## src/rtl/hash_pkg.sv

```systemverilog
// Shared types and helpers for the XOR-fold hash engine.
// rotl works on a fixed-width container so one definition serves every DOUT_W.
package hash_pkg;

  localparam int unsigned HASH_MAX_W = 64;
  localparam int unsigned HASH_IDX_W = $clog2(HASH_MAX_W);

  typedef enum logic {
    HASH_XOR    = 1'b0,
    HASH_ROTXOR = 1'b1
  } hash_mode_e;

  typedef enum logic [1:0] {
    IDLE = 2'd0,
    FOLD = 2'd1,
    DONE = 2'd2
  } hasher_state_e;

  function automatic int unsigned n_slices(input int unsigned din_w,
                                           input int unsigned dout_w);
    return (din_w + dout_w - 1) / dout_w;
  endfunction

  // Left-rotate the low 'width' bits of value by 'amount'; upper bits return zero.
  function automatic logic [HASH_MAX_W-1:0] rotl(input logic [HASH_MAX_W-1:0] value,
                                                 input int unsigned           amount,
                                                 input int unsigned           width);
    logic [HASH_MAX_W-1:0] r;
    r = '0;
    for (int unsigned i = 0; i < HASH_MAX_W; i++) begin
      if (i < width) begin
        r[HASH_IDX_W'((i + amount) % width)] = value[HASH_IDX_W'(i)];
      end
    end
    return r;
  endfunction

endpackage

```

## src/rtl/xor_fold_step.sv

```systemverilog
// One fold step: acc' = (mode ? rotl(acc, ROT) : acc) ^ slice, or pass-through when disabled.
module xor_fold_step
  import hash_pkg::*;
#(
  parameter int unsigned DOUT_W = 12,
  parameter int unsigned ROT    = 1
) (
  input  logic [DOUT_W-1:0] acc,
  input  logic [DOUT_W-1:0] slice,
  input  logic              mode,
  input  logic              enable,
  output logic [DOUT_W-1:0] next_acc
);

  logic [DOUT_W-1:0] rotated;

  always_comb begin
    rotated  = DOUT_W'(rotl(HASH_MAX_W'(acc), ROT, DOUT_W));
    next_acc = acc;
    if (enable) begin
      next_acc = ((mode == HASH_ROTXOR) ? rotated : acc) ^ slice;
    end
  end

endmodule

```

## src/rtl/xor_fold_hasher.sv

```systemverilog
// Iterative XOR-fold hash: reduces a DIN_W-bit key to DOUT_W bits, SLICES_PER_CYC slices per clock.
// Valid/ready on both sides; the result is held in DONE until the sink accepts it.
module xor_fold_hasher
  import hash_pkg::*;
#(
  parameter int unsigned DIN_W          = 32,
  parameter int unsigned DOUT_W         = 12,
  parameter int unsigned SLICES_PER_CYC = 1,
  parameter int unsigned ROT            = 1
) (
  input  logic              clk,
  input  logic              rst,
  input  logic              in_valid_i,
  output logic              in_ready_o,
  input  logic [DIN_W-1:0]  data_i,
  input  logic [DOUT_W-1:0] seed_i,
  input  logic              mode_i,
  output logic              out_valid_o,
  input  logic              out_ready_i,
  output logic [DOUT_W-1:0] data_o
);

  localparam int unsigned N_SLICES = n_slices(DIN_W, DOUT_W);
  localparam int unsigned N_ITER   = (N_SLICES + SLICES_PER_CYC - 1) / SLICES_PER_CYC;
  localparam int unsigned GRP_W    = SLICES_PER_CYC * DOUT_W;
  localparam int unsigned KEY_W    = N_ITER * GRP_W;
  localparam int unsigned IDX_W    = $clog2(N_ITER * SLICES_PER_CYC + 1);

  hasher_state_e     state_q, state_d;
  hash_mode_e        mode_q;
  logic [KEY_W-1:0]  key_q;
  logic [DOUT_W-1:0] acc_q;
  logic [IDX_W-1:0]  slice_idx_q;
  logic              accept;
  logic              last_grp;
  logic [DOUT_W-1:0] fold_result;

  assign last_grp = (32'(slice_idx_q) + SLICES_PER_CYC) >= N_SLICES;

  // The key register shifts right by one group per fold cycle, so each step
  // always reads a fixed slice position; slice_idx_q only gates the tail group.
  for (genvar g = 0; g < SLICES_PER_CYC; g++) begin : g_step
    localparam int unsigned OFS = g;
    logic [DOUT_W-1:0] acc_in;
    logic [DOUT_W-1:0] acc_out;
    logic              en;

    if (g == 0) begin : g_first
      assign acc_in = acc_q;
    end else begin : g_chain
      assign acc_in = g_step[g-1].acc_out;
    end

    assign en = (32'(slice_idx_q) + OFS) < N_SLICES;

    xor_fold_step #(
      .DOUT_W (DOUT_W),
      .ROT    (ROT)
    ) u_step (
      .acc      (acc_in),
      .slice    (key_q[g*DOUT_W +: DOUT_W]),
      .mode     (mode_q),
      .enable   (en),
      .next_acc (acc_out)
    );
  end

  assign fold_result = g_step[SLICES_PER_CYC-1].acc_out;

  always_comb begin
    state_d     = state_q;
    in_ready_o  = 1'b0;
    out_valid_o = 1'b0;
    unique case (state_q)
      IDLE: begin
        in_ready_o = 1'b1;
        if (in_valid_i) state_d = FOLD;
      end
      FOLD: begin
        if (last_grp) state_d = DONE;
      end
      DONE: begin
        out_valid_o = 1'b1;
        in_ready_o  = out_ready_i;
        if (out_ready_i) state_d = in_valid_i ? FOLD : IDLE;
      end
      default: state_d = IDLE;
    endcase
    accept = in_valid_i && in_ready_o;
  end

  always_ff @(posedge clk or posedge rst) begin
    if (rst) begin
      state_q <= IDLE;
    end else begin
      state_q <= state_d;
    end
  end

  always_ff @(posedge clk or posedge rst) begin
    if (rst) begin
      key_q       <= '0;
      acc_q       <= '0;
      slice_idx_q <= '0;
      mode_q      <= HASH_XOR;
    end else if (accept) begin
      key_q       <= KEY_W'(data_i);
      acc_q       <= seed_i;
      slice_idx_q <= '0;
      mode_q      <= hash_mode_e'(mode_i);
    end else if (state_q == FOLD) begin
      key_q       <= key_q >> GRP_W;
      acc_q       <= fold_result;
      slice_idx_q <= slice_idx_q + IDX_W'(SLICES_PER_CYC);
    end
  end

  assign data_o = acc_q;

endmodule

```

## config.mk

```make
export PLATFORM = sky130hd
export DESIGN_NAME = xor_fold_hasher
export DESIGN_NICKNAME = d
export VERILOG_FILES = /design/src/rtl/hash_pkg.sv /design/src/rtl/xor_fold_step.sv /design/src/rtl/xor_fold_hasher.sv
export SDC_FILE = /design/constraint.sdc
export NUM_CORES = 1
export LEC_CHECK = 0
export BUFFER_PORTS_ARGS = -buffer_cell sky130_fd_sc_hd__clkbuf_2
export CAP_MARGIN = 20
export CORE_MARGIN = 4
export CORE_UTILIZATION = 40
export CTS_BUF_LIST = sky130_fd_sc_hd__clkbuf_2
export CTS_CLUSTER_DIAMETER = 100
export DETAILED_ROUTE_END_ITERATION = 6
export PLACE_DENSITY = 0.67
export REMOVE_ABC_BUFFERS = 1
export SYNTH_ARGS = -nofsm -noshare
export SYNTH_HDL_FRONTEND = slang
export SYNTH_SLANG_ARGS = --single-unit
```

## constraint.sdc

```tcl
create_clock -name clk -period 1.9 [get_ports clk]
set_clock_uncertainty 0.2 [all_clocks]
set_input_delay 0.19 -clock clk [delete_from_list [all_inputs] [get_ports clk]]
set_output_delay 0.19 -clock clk [all_outputs]
set_load 0.005 [all_outputs]
```

Word-level counts from Yosys, hierarchy flattened
Index checks and enable logic that the tools add are counted.

Word-level logic and storage cells: 36. Register bits after elaboration: 53. Output and inout port bits: 14. Input bits: 49.

Order comparisons: 2. Add/subtract/negate cells: 2. Mux-type cells: 15. Equal/unequal tests: 5. Reductions and logical operators: 6. Bitwise logic cells: 1.

Operator list (count): 36-bit 2-to-1 mux (2); 12-bit 2-to-1 mux (4); 12-bit XOR (1); 2-bit 2-to-1 mux (5); 2-bit inequality test (second input constant) (3); 2-bit case mux with 3 select lines (1); 2-bit nonzero test (2); 2-bit by 1-bit adder with 3-bit output (second input constant) (1); 3-bit by 2-bit greater-or-equal comparator with 1-bit output (second input constant) (1); 3-bit AND reduction (1); 2-bit by 1-bit adder with 2-bit output (second input constant) (1); 2-bit by 1-bit == test with 1-bit output (second input constant) (1); 2-bit == test (second input constant) (1); 2-bit zero test (1); 2-bit < comparator (second input constant) (1); 1-bit 2-to-1 mux (2); 1-bit case mux with 2 select lines (1); 2-bit AND reduction (1); 1-bit logical AND (1).

Longest topological paths before layout
Gate-level depths: netlist of the first run.

Word-level depth: 5. Mapped depth: 7. Depth with buffers taken out: 5.

Hierarchy
Synthesis of the first run repeated with hierarchy kept, for this count alone.

Cells, all modules: 257. Area total of the unflattened synthesis: 2946.6 um^2.

By module, submodules not included: xor_fold_hasher (cells an instance 180, seq. area each 1226.2 um^2, times used 1, area an instance 2424.8 um^2); xor_fold_step (cells an instance 77, seq. area each 0.0 um^2, times used 1, area an instance 521.8 um^2).

Worst setup path before layout of the first run
No wires, ideal clock.

Path kind: register to register. Start point: register state_q[0]. End point: register acc_q[0] (netlist: data_o[0]). Data arrival time: 1.527 ns. Library setup time: 0.125 ns. Path buffers: 2. Required time: 1.575 ns. Slack: 0.048 ns. Period minus slack after synthesis: 1.852 ns. Stages on the path, launching flop included: 7. Path through: dfrtp_1 nor2b_2 and2_4 buf_6 buf_8 mux2_4 mux2_2.

Cells in the longest elaborated chain, start to end: 5. Elaborated cells on any way between the ends: 9. Those cells by class: 2 x eq/ne; 2 x mux; 5 x reduce/logical.

RTL lines: start: declaration (line xor_fold_hasher.sv:29) `hasher_state_e state_q, state_d;`; start signal: assignment (line xor_fold_hasher.sv:96) `state_q <= state_d;`; 2-bit == test or 2-bit zero test (tied branches) (line xor_fold_hasher.sv:74) `unique case (state_q)`; 1-bit case mux with 2 select lines (line xor_fold_hasher.sv:74); 1-bit logical AND (line xor_fold_hasher.sv:89) `accept = in_valid_i && in_ready_o;`; 2-bit nonzero test (no line); 2-bit AND reduction (no line); end signal: assignment (line xor_fold_hasher.sv:108) `acc_q <= seed_i;`; end signal: assignment (line xor_fold_hasher.sv:113) `acc_q <= fold_result;`; end: declaration (line xor_fold_hasher.sv:32) `logic [DOUT_W-1:0] acc_q;`.

Parallel ways exist; a longest one is shown, timed or not. A chain may end at the register's enable or synchronous reset.

Final worst setup path of the first run
Start point: register state_q[0]. End point: register acc_q[4] (netlist: data_o[4]).

The elaborated chain is that of the path after synthesis.

==> results of run 1 <==
cell type report:
type,count,area [sq um]
Clock buffer,5,25.0
Clock inverter,3,16.3
Fill cell,526,2500
Inverter,4,15.0
Multi-Input combinational cell,168,1170
Sequential cell,49,1230
Tap cell,75,93.8
Timing Repair Buffer,123,936
power by group through the flow:
stage          registers (mW)  clock network, mW  logic [mW]
5_1_grt                  1.99              0.471        3.29
6_report                 1.93              0.428        2.96
3_5_place_dp             1.96                  0        2.80
2_1_floorplan            1.92                  0        1.93
4_1_cts                  1.93              0.440        2.96
3_3_place_gp             1.93                  0        2.67
cell families (layout without fill, tap and decap cells):
logic type      after synthesis  count (layout)  share of synthesized area (%)
simple gates                 74              75                           12.1
flops                        49              49                           49.2
compound gates               40              40                           10.4
mux                          37              37                           17.5
buf+inv                      20             135                           4.67
xor+xnor                     13              13                           4.57
fa+ha+maj                     3               3                           1.51
cells in the final DEF, fill, tap and decap left out, types with 10 or more instances in the layout:
| cell type | count |
|---|---|
| xnor2_1 | 13 |
| a22oi_1 | 20 |
| buf_4 | 10 |
| dlygate4sd3_1 | 47 |
| clkbuf_2 | 67 |
| nand2_1 | 65 |
| mux2_2 | 16 |
| mux2i_1 | 12 |
| o21ai_0 | 13 |
| dfrtp_1 | 48 |
routing by layer:
metal | vias to the layer above | part of all wire [%]
li1 | 1024 | -
met1 | 981 | 41
met2 | 51 | 53
met3 | 8 | 4.0
met4 | 0 | 1.6
met5 | - | 0
state kept, by name (all words and copies together), names as in the netlist:
name and cells:
data_o 12, mode_q 1, key_q 32, slice_idx_q 2, state_q 2
per-stage QoR:
step / total power, mW / hold slack, ns / setup TNS, ns / utilization (%)
5_1_grt: 5.75 / 0.0702 / 0 / 58.2
2_1_floorplan: 3.85 / 0.107 / -4.33 / -
4_1_cts: 5.33 / 0.0601 / 0 / 57.9
3_5_place_dp: 4.75 / 0.0380 / 0 / 48.5
3_3_place_gp: 4.60 / 0.0373 / 0 / 48.5
6_report: 5.32 / 0.0628 / 0 / 58.2
timing repair:
item / CTS / global route
setup endpoints to repair: 6 / 12
endpoints found under the hold margin: 96 / 0
cloned: 1 / 0
pin swaps: 1 / 1
gates resized for setup: 1 / 2
buffers inserted: 2 / 1
hold buffers: 47 / 0
how the worst max path moves through the flow:
stage / from / end / slack [ns] / cells after the start
2_1_floorplan: state_q[0]$_DFFE_PP0P_ / key_q[0]$_DFFE_PP0P_ / -0.16 / 4
3_3_place_gp: state_q[1]$_DFFE_PP0P_ / data_o[8]$_DFFE_PP0P_ / 0.05 / 4
3_5_place_dp: state_q[1]$_DFFE_PP0P_ / data_o[8]$_DFFE_PP0P_ / 0.02 / 4
4_1_cts: state_q[1]$_DFFE_PP0P_ / data_o[0]$_DFFE_PP0P_ / 0.03 / 5
5_1_grt: state_q[0]$_DFFE_PP0P_ / data_o[5]$_DFFE_PP0P_ / 0.00009 / 5
6_report: state_q[0]$_DFFE_PP0P_ / data_o[4]$_DFFE_PP0P_ / 0.05 / 5
worst max-delay path: stages (launching register included):
cell and delay [ns]:
dfrtp_1 0.46, nor2b_2 0.18, and2_4 0.26, buf_12 0.14, mux2_4 0.29, mux2_2 0.26
==> run metrics, run 1 <==
outcome=complete, no violations; pre-CTS setup slack=approximately 0.015 ns; Final Setup Violations=0; P_leak=between 1.5 and 2 nW; r2r setup slk=0.05 ns; met2 Use GR=31.9%; DRC=0; htree depth=2; biggest area consumer among synthesized cells=dfrtp_1; Critical Path Sink Type=flip-flop; Worst-Skew Late Latency=about 0.43 ns; via count=between 2,000 and 2,500; antenna violations before repair=0; post-route minimum period=~1.8 ns; met1 usage=approximately 21%; leading post-synthesis cells by instance count=nand2_1, dfrtp_1, a22oi_1, mux2_2; Logic pwr share=between 50 and 60%; worst r2r src=state_q[0]$_DFFE_PP0P_; most frequent cell after synthesis=nand2_1; Root Driver=clkbuf_2; Tcrit/Tclk final=a little over nine tenths; Net Sw Power=2.02 mW; final wirelength=slightly above 6 mm; Async S/R FF share, synth=100%; layout cell share with drive strength beyond 1=about a third; Pwr per Cell Area=1530 nW/um^2; CP Max Fanout=6; Clock Pin Slew Worst Setup and Hold Paths=around 0.26 ns; Placed Area=around 2900 sq um; 1st-iter DRT viols=93; Post-Layout Cell Count=~430; first-pass GRT wire length=approximately 10 mm; Worst Path Arrival=between 2 and 2.5 ns; synth warn=0; fmax=541 MHz; placed insts=about 370; Tightest Pin Transition=around 0.52 ns; die footprint=about 7600 sq um; Die Span Y=86.9 um; Clock Power Share=8.1%; GPL Wtd Cong=roughly 0.78; core box area=~6000 sq um; max-slew violations=0; Num CTS Buffers=5; IO Port Bufs=62; Post-synth EDFFs=0; synthesized cell area=2490 sq um; n_diodes=0; Via density=4.83; Total GRT Usage=17.5%; register area share after synthesis=approximately 50%; largest net degree at the start of global routing=50; half-perimeter wire length after placement=3.99 mm; Max Buffers Root-to-Sink=2; Initial Utilization=around 42%; # IOs=63; Max rail drop VDD=~680 uV; worst reg2reg path endpoint=data_o[4]$_DFFE_PP0P_; CP Launch Type=flip-flop; area grow syn2layout=40.1%; Avg WL per Cell=14.5 um; sequential share of power=between 30% and 40%; Synth Instances=between 200 and 250; Post-synth top flop=dfrtp_1; Avg Inst Size Synth=10.6 sq um; flops & latches, synth=49; worst hold path class=in -> async; Fin. Hold Viols=0; GRT overflow=0; CTS tree=done; num rows=28; Cell Int Power=around 3.3 mW; WS Path Type=reg -> reg; Pre-Repair DR Iteration Count=4; grt peak-use layer=met2; Req. time, crit path=about 2.1 ns; Synth area leaders=dfrtp_1, nand2_1, mux2_2; max_cap viols=0; Die Span X=between 80 and 90 um; Setup WS post-layout=about 0.051 ns; TritonCTS Sinks=slightly below 50; RSZ-0062 raised after global routing=false; # nets final=about 400; met3 Track Usage GR=about 2.8%; post-route cell area=approximately 3500 sq um; Netlist cell types=24; ANT nets after route=0; R2R cell count=5; area share of the largest cell type after synthesis=about half; vias in the first global route=approximately 2,200; Sw Share=between 30% and 40%; relative slew slack=around two thirds
No activity file was read; power rests on OpenSTA's default activity.
==> inputs of run 2 (changes only) <==
--- a/config.mk
+++ b/config.mk
@@ -9,7 +9,7 @@
 export CAP_MARGIN = 20
 export CORE_MARGIN = 4
 export CORE_UTILIZATION = 40
-export CTS_BUF_LIST = sky130_fd_sc_hd__clkbuf_2
+export CTS_BUF_LIST = sky130_fd_sc_hd__clkbuf_16
 export CTS_CLUSTER_DIAMETER = 100
 export DETAILED_ROUTE_END_ITERATION = 6
 export PLACE_DENSITY = 0.67
==> run 2 against run 1 <==
  * Fmax up 0.69%
  * Die area stayed put
  * Sequential cell count did not move
  * Clock power rose by 100%
  * Hold slack got worse by 0.023 ns
  * Via count decreased by 2.8%
  * Global-route usage down 0.47 points
  * Largest cell class unchanged
  * Largest power group unchanged
==> run metrics, run 2 (same netlist as run 1, synthesis figures left out) <==
fmax=544 MHz (was 541 MHz); CP Launch Type=flip-flop (unchanged); met3 Track Usage GR=3.41% (was 2.84%); commonest non-fill, non-tap cell in the layout=nand2_1 (was clkbuf_2); # nets final=390 (was 403); Avg WL per Cell=14.7 um (was 14.5 um); TritonCTS Sinks=49 (unchanged); Power, Total=5.71 mW (was 5.32 mW); GPL Wtd Cong=0.782 (unchanged); family with the most delay on the worst path=multiplexers (unchanged); n_diodes=0 (unchanged); GRT overflow=0 (unchanged); core box area=5990 sq um (unchanged); CP cell instances=nor2b_2 > and2_4 > buf_12 > mux2_4 > mux2_2 (unchanged); outcome=complete, no violations (unchanged); Worst Path Arrival=1.80 ns (was 2.01 ns); 1st-iter DRT viols=85 (was 93); area grow syn2layout=38.9% (was 40.1%); vias in the first global route=2,085 (was 2,176); P_leak=1.69 nW (was 1.71 nW); post-route minimum period=1.84 ns (was 1.85 ns); most frequent cells in the layout=nand2_1, clkbuf_2, dfrtp_1, dlygate4sd3_1, a22oi_1 (was clkbuf_2, nand2_1, dfrtp_1, dlygate4sd3_1, a22oi_1); pre-CTS setup slack=0.0154 ns (unchanged); WS Path Type=reg -> reg (unchanged); half-perimeter wire length after placement=3.99 mm (unchanged); via count=2,007 (was 2,064); Initial Utilization=41.6% (unchanged); Max rail drop VDD=666 uV (was 676 uV); Total GRT Usage=17.0% (was 17.5%); Biggest register=key_q (unchanged); grt peak-use layer=met2 (unchanged); IO Port Bufs=62 (unchanged); Fin. Hold Viols=0 (unchanged); max_cap viols=0 (unchanged); Tcrit/Tclk final=96.7% (was 97.3%); Pre-Repair DR Iteration Count=4 (unchanged); Die Span Y=86.9 um (unchanged); met2 Use GR=30.1% (was 31.9%); setup TNS=0 ns (unchanged); antenna violations before repair=0 (unchanged); Num CTS Buffers=5 (unchanged); Clock Pin Slew Worst Setup and Hold Paths=0.06 ns (was 0.26 ns); RSZ-0062 raised after global routing=false (unchanged); Final Setup Violations=0 (unchanged); layout cell share with drive strength beyond 1=33.0% (was 32.4%); Worst-Skew Late Latency=0.29 ns (was 0.43 ns); relative slew slack=64.7% (was 65.2%); Req. time, crit path=1.86 ns (was 2.06 ns); Via density=4.85 (was 4.83); CP Max Fanout=5 (was 6); first-pass GRT wire length=10.0 mm (was 10.3 mm); num rows=28 (unchanged); worst hold path class=in -> reg (was in -> async); largest net degree at the start of global routing=50 (unchanged); final wirelength=6.10 mm (was 6.19 mm); max-slew violations=0 (unchanged); met1 usage=21.1% (was 20.8%); Critical Path Sink Type=flip-flop (unchanged); Tightest Pin Transition=0.529 ns (was 0.521 ns); Die Span X=86.9 um (unchanged); Crit-path slowest cell=dfrtp_1 (unchanged); DRC=0 (unchanged); ANT nets after route=0 (unchanged); WHS=0.0397 ns (was 0.0628 ns); CP peak stage delay=0.39 ns (was 0.46 ns); Setup WS post-layout=0.0632 ns (was 0.0506 ns); htree depth=2 (unchanged); # IOs=63 (unchanged); CTS tree=done (unchanged); Root Driver=clkbuf_16 (was clkbuf_2); Crit path buffers/inverters=1 (unchanged); max reg flops=32 (unchanged); die footprint=7550 sq um (unchanged); Max Buffers Root-to-Sink=2 (unchanged); Pwr per Cell Area=1650 nW/um^2 (was 1530 nW/um^2)
-- run 2: area by class of cell --
type | count | area [sq um]
Fill cell | 524 | 2530
Sequential cell | 49 | 1230
Multi-Input combinational cell | 168 | 1170
Timing Repair Buffer | 110 | 808
Clock buffer | 5 | 125
Tap cell | 75 | 93.8
Clock inverter | 3 | 16.3
Inverter | 4 | 15.0
-- run 2: per-stage QoR --
| stage | instances | instance area [sq um] | util (%) |
|---|---|---|---|
| after floorplan | 220 | 2390 | - |
| after global placement | 368 | 2900 | 48.5 |
| after detailed placement | 368 | 2900 | 48.5 |
| after CTS | 411 | 3400 | 56.7 |
| after global routing | 414 | 3460 | 57.7 |
| final | 414 | 3460 | 57.7 |
-- run 2: what timing repair did --
| action | in CTS | in global routing |
|---|---|---|
| hold buffers | 35 | 0 |
| resized for setup | 0 | 2 |
| endpoints found under the setup margin | 0 | 31 |
| setup buffers | 0 | 2 |
| hold endpoints to repair | 83 | 0 |
-- run 2: per-layer routing --
layer	routed length, um	up-vias
met5	0	-
met4	78	0
met3	272	6
met2	3160	42
met1	2590	963
li1	-	996
-- run 2: worst reg2reg max path, stage by stage, from the launching register on --
cell	delay, ns
dfrtp_1	0.39
nor2b_2	0.20
and2_4	0.24
buf_12	0.14
mux2_4	0.30
mux2_2	0.26
-- run 2: worst paths after layout --
check,start,endpoint,slack [ns],cells past startpoint
min in group asynchronous,rst,key_q[0]$_DFFE_PP0P_,0.26,4
hold / removal,out_ready_i,state_q[1]$_DFFE_PP0P_,0.04,3
hold reg to reg,key_q[14]$_DFFE_PP0P_,key_q[14]$_DFFE_PP0P_,0.28,2
setup reg to reg,state_q[0]$_DFFE_PP0P_,data_o[9]$_DFFE_PP0P_,0.06,5
max in group asynchronous,rst,key_q[5]$_DFFE_PP0P_,0.99,4
setup / recovery,state_q[0]$_DFFE_PP0P_,data_o[9]$_DFFE_PP0P_,0.06,5
-- run 2: report_power, final --
group	leakage [nW]	internal [mW]	switching [mW]
sequential	0.610	1.56	0.379
clock	0.0693	0.483	0.371
combinational	1.01	1.63	1.29
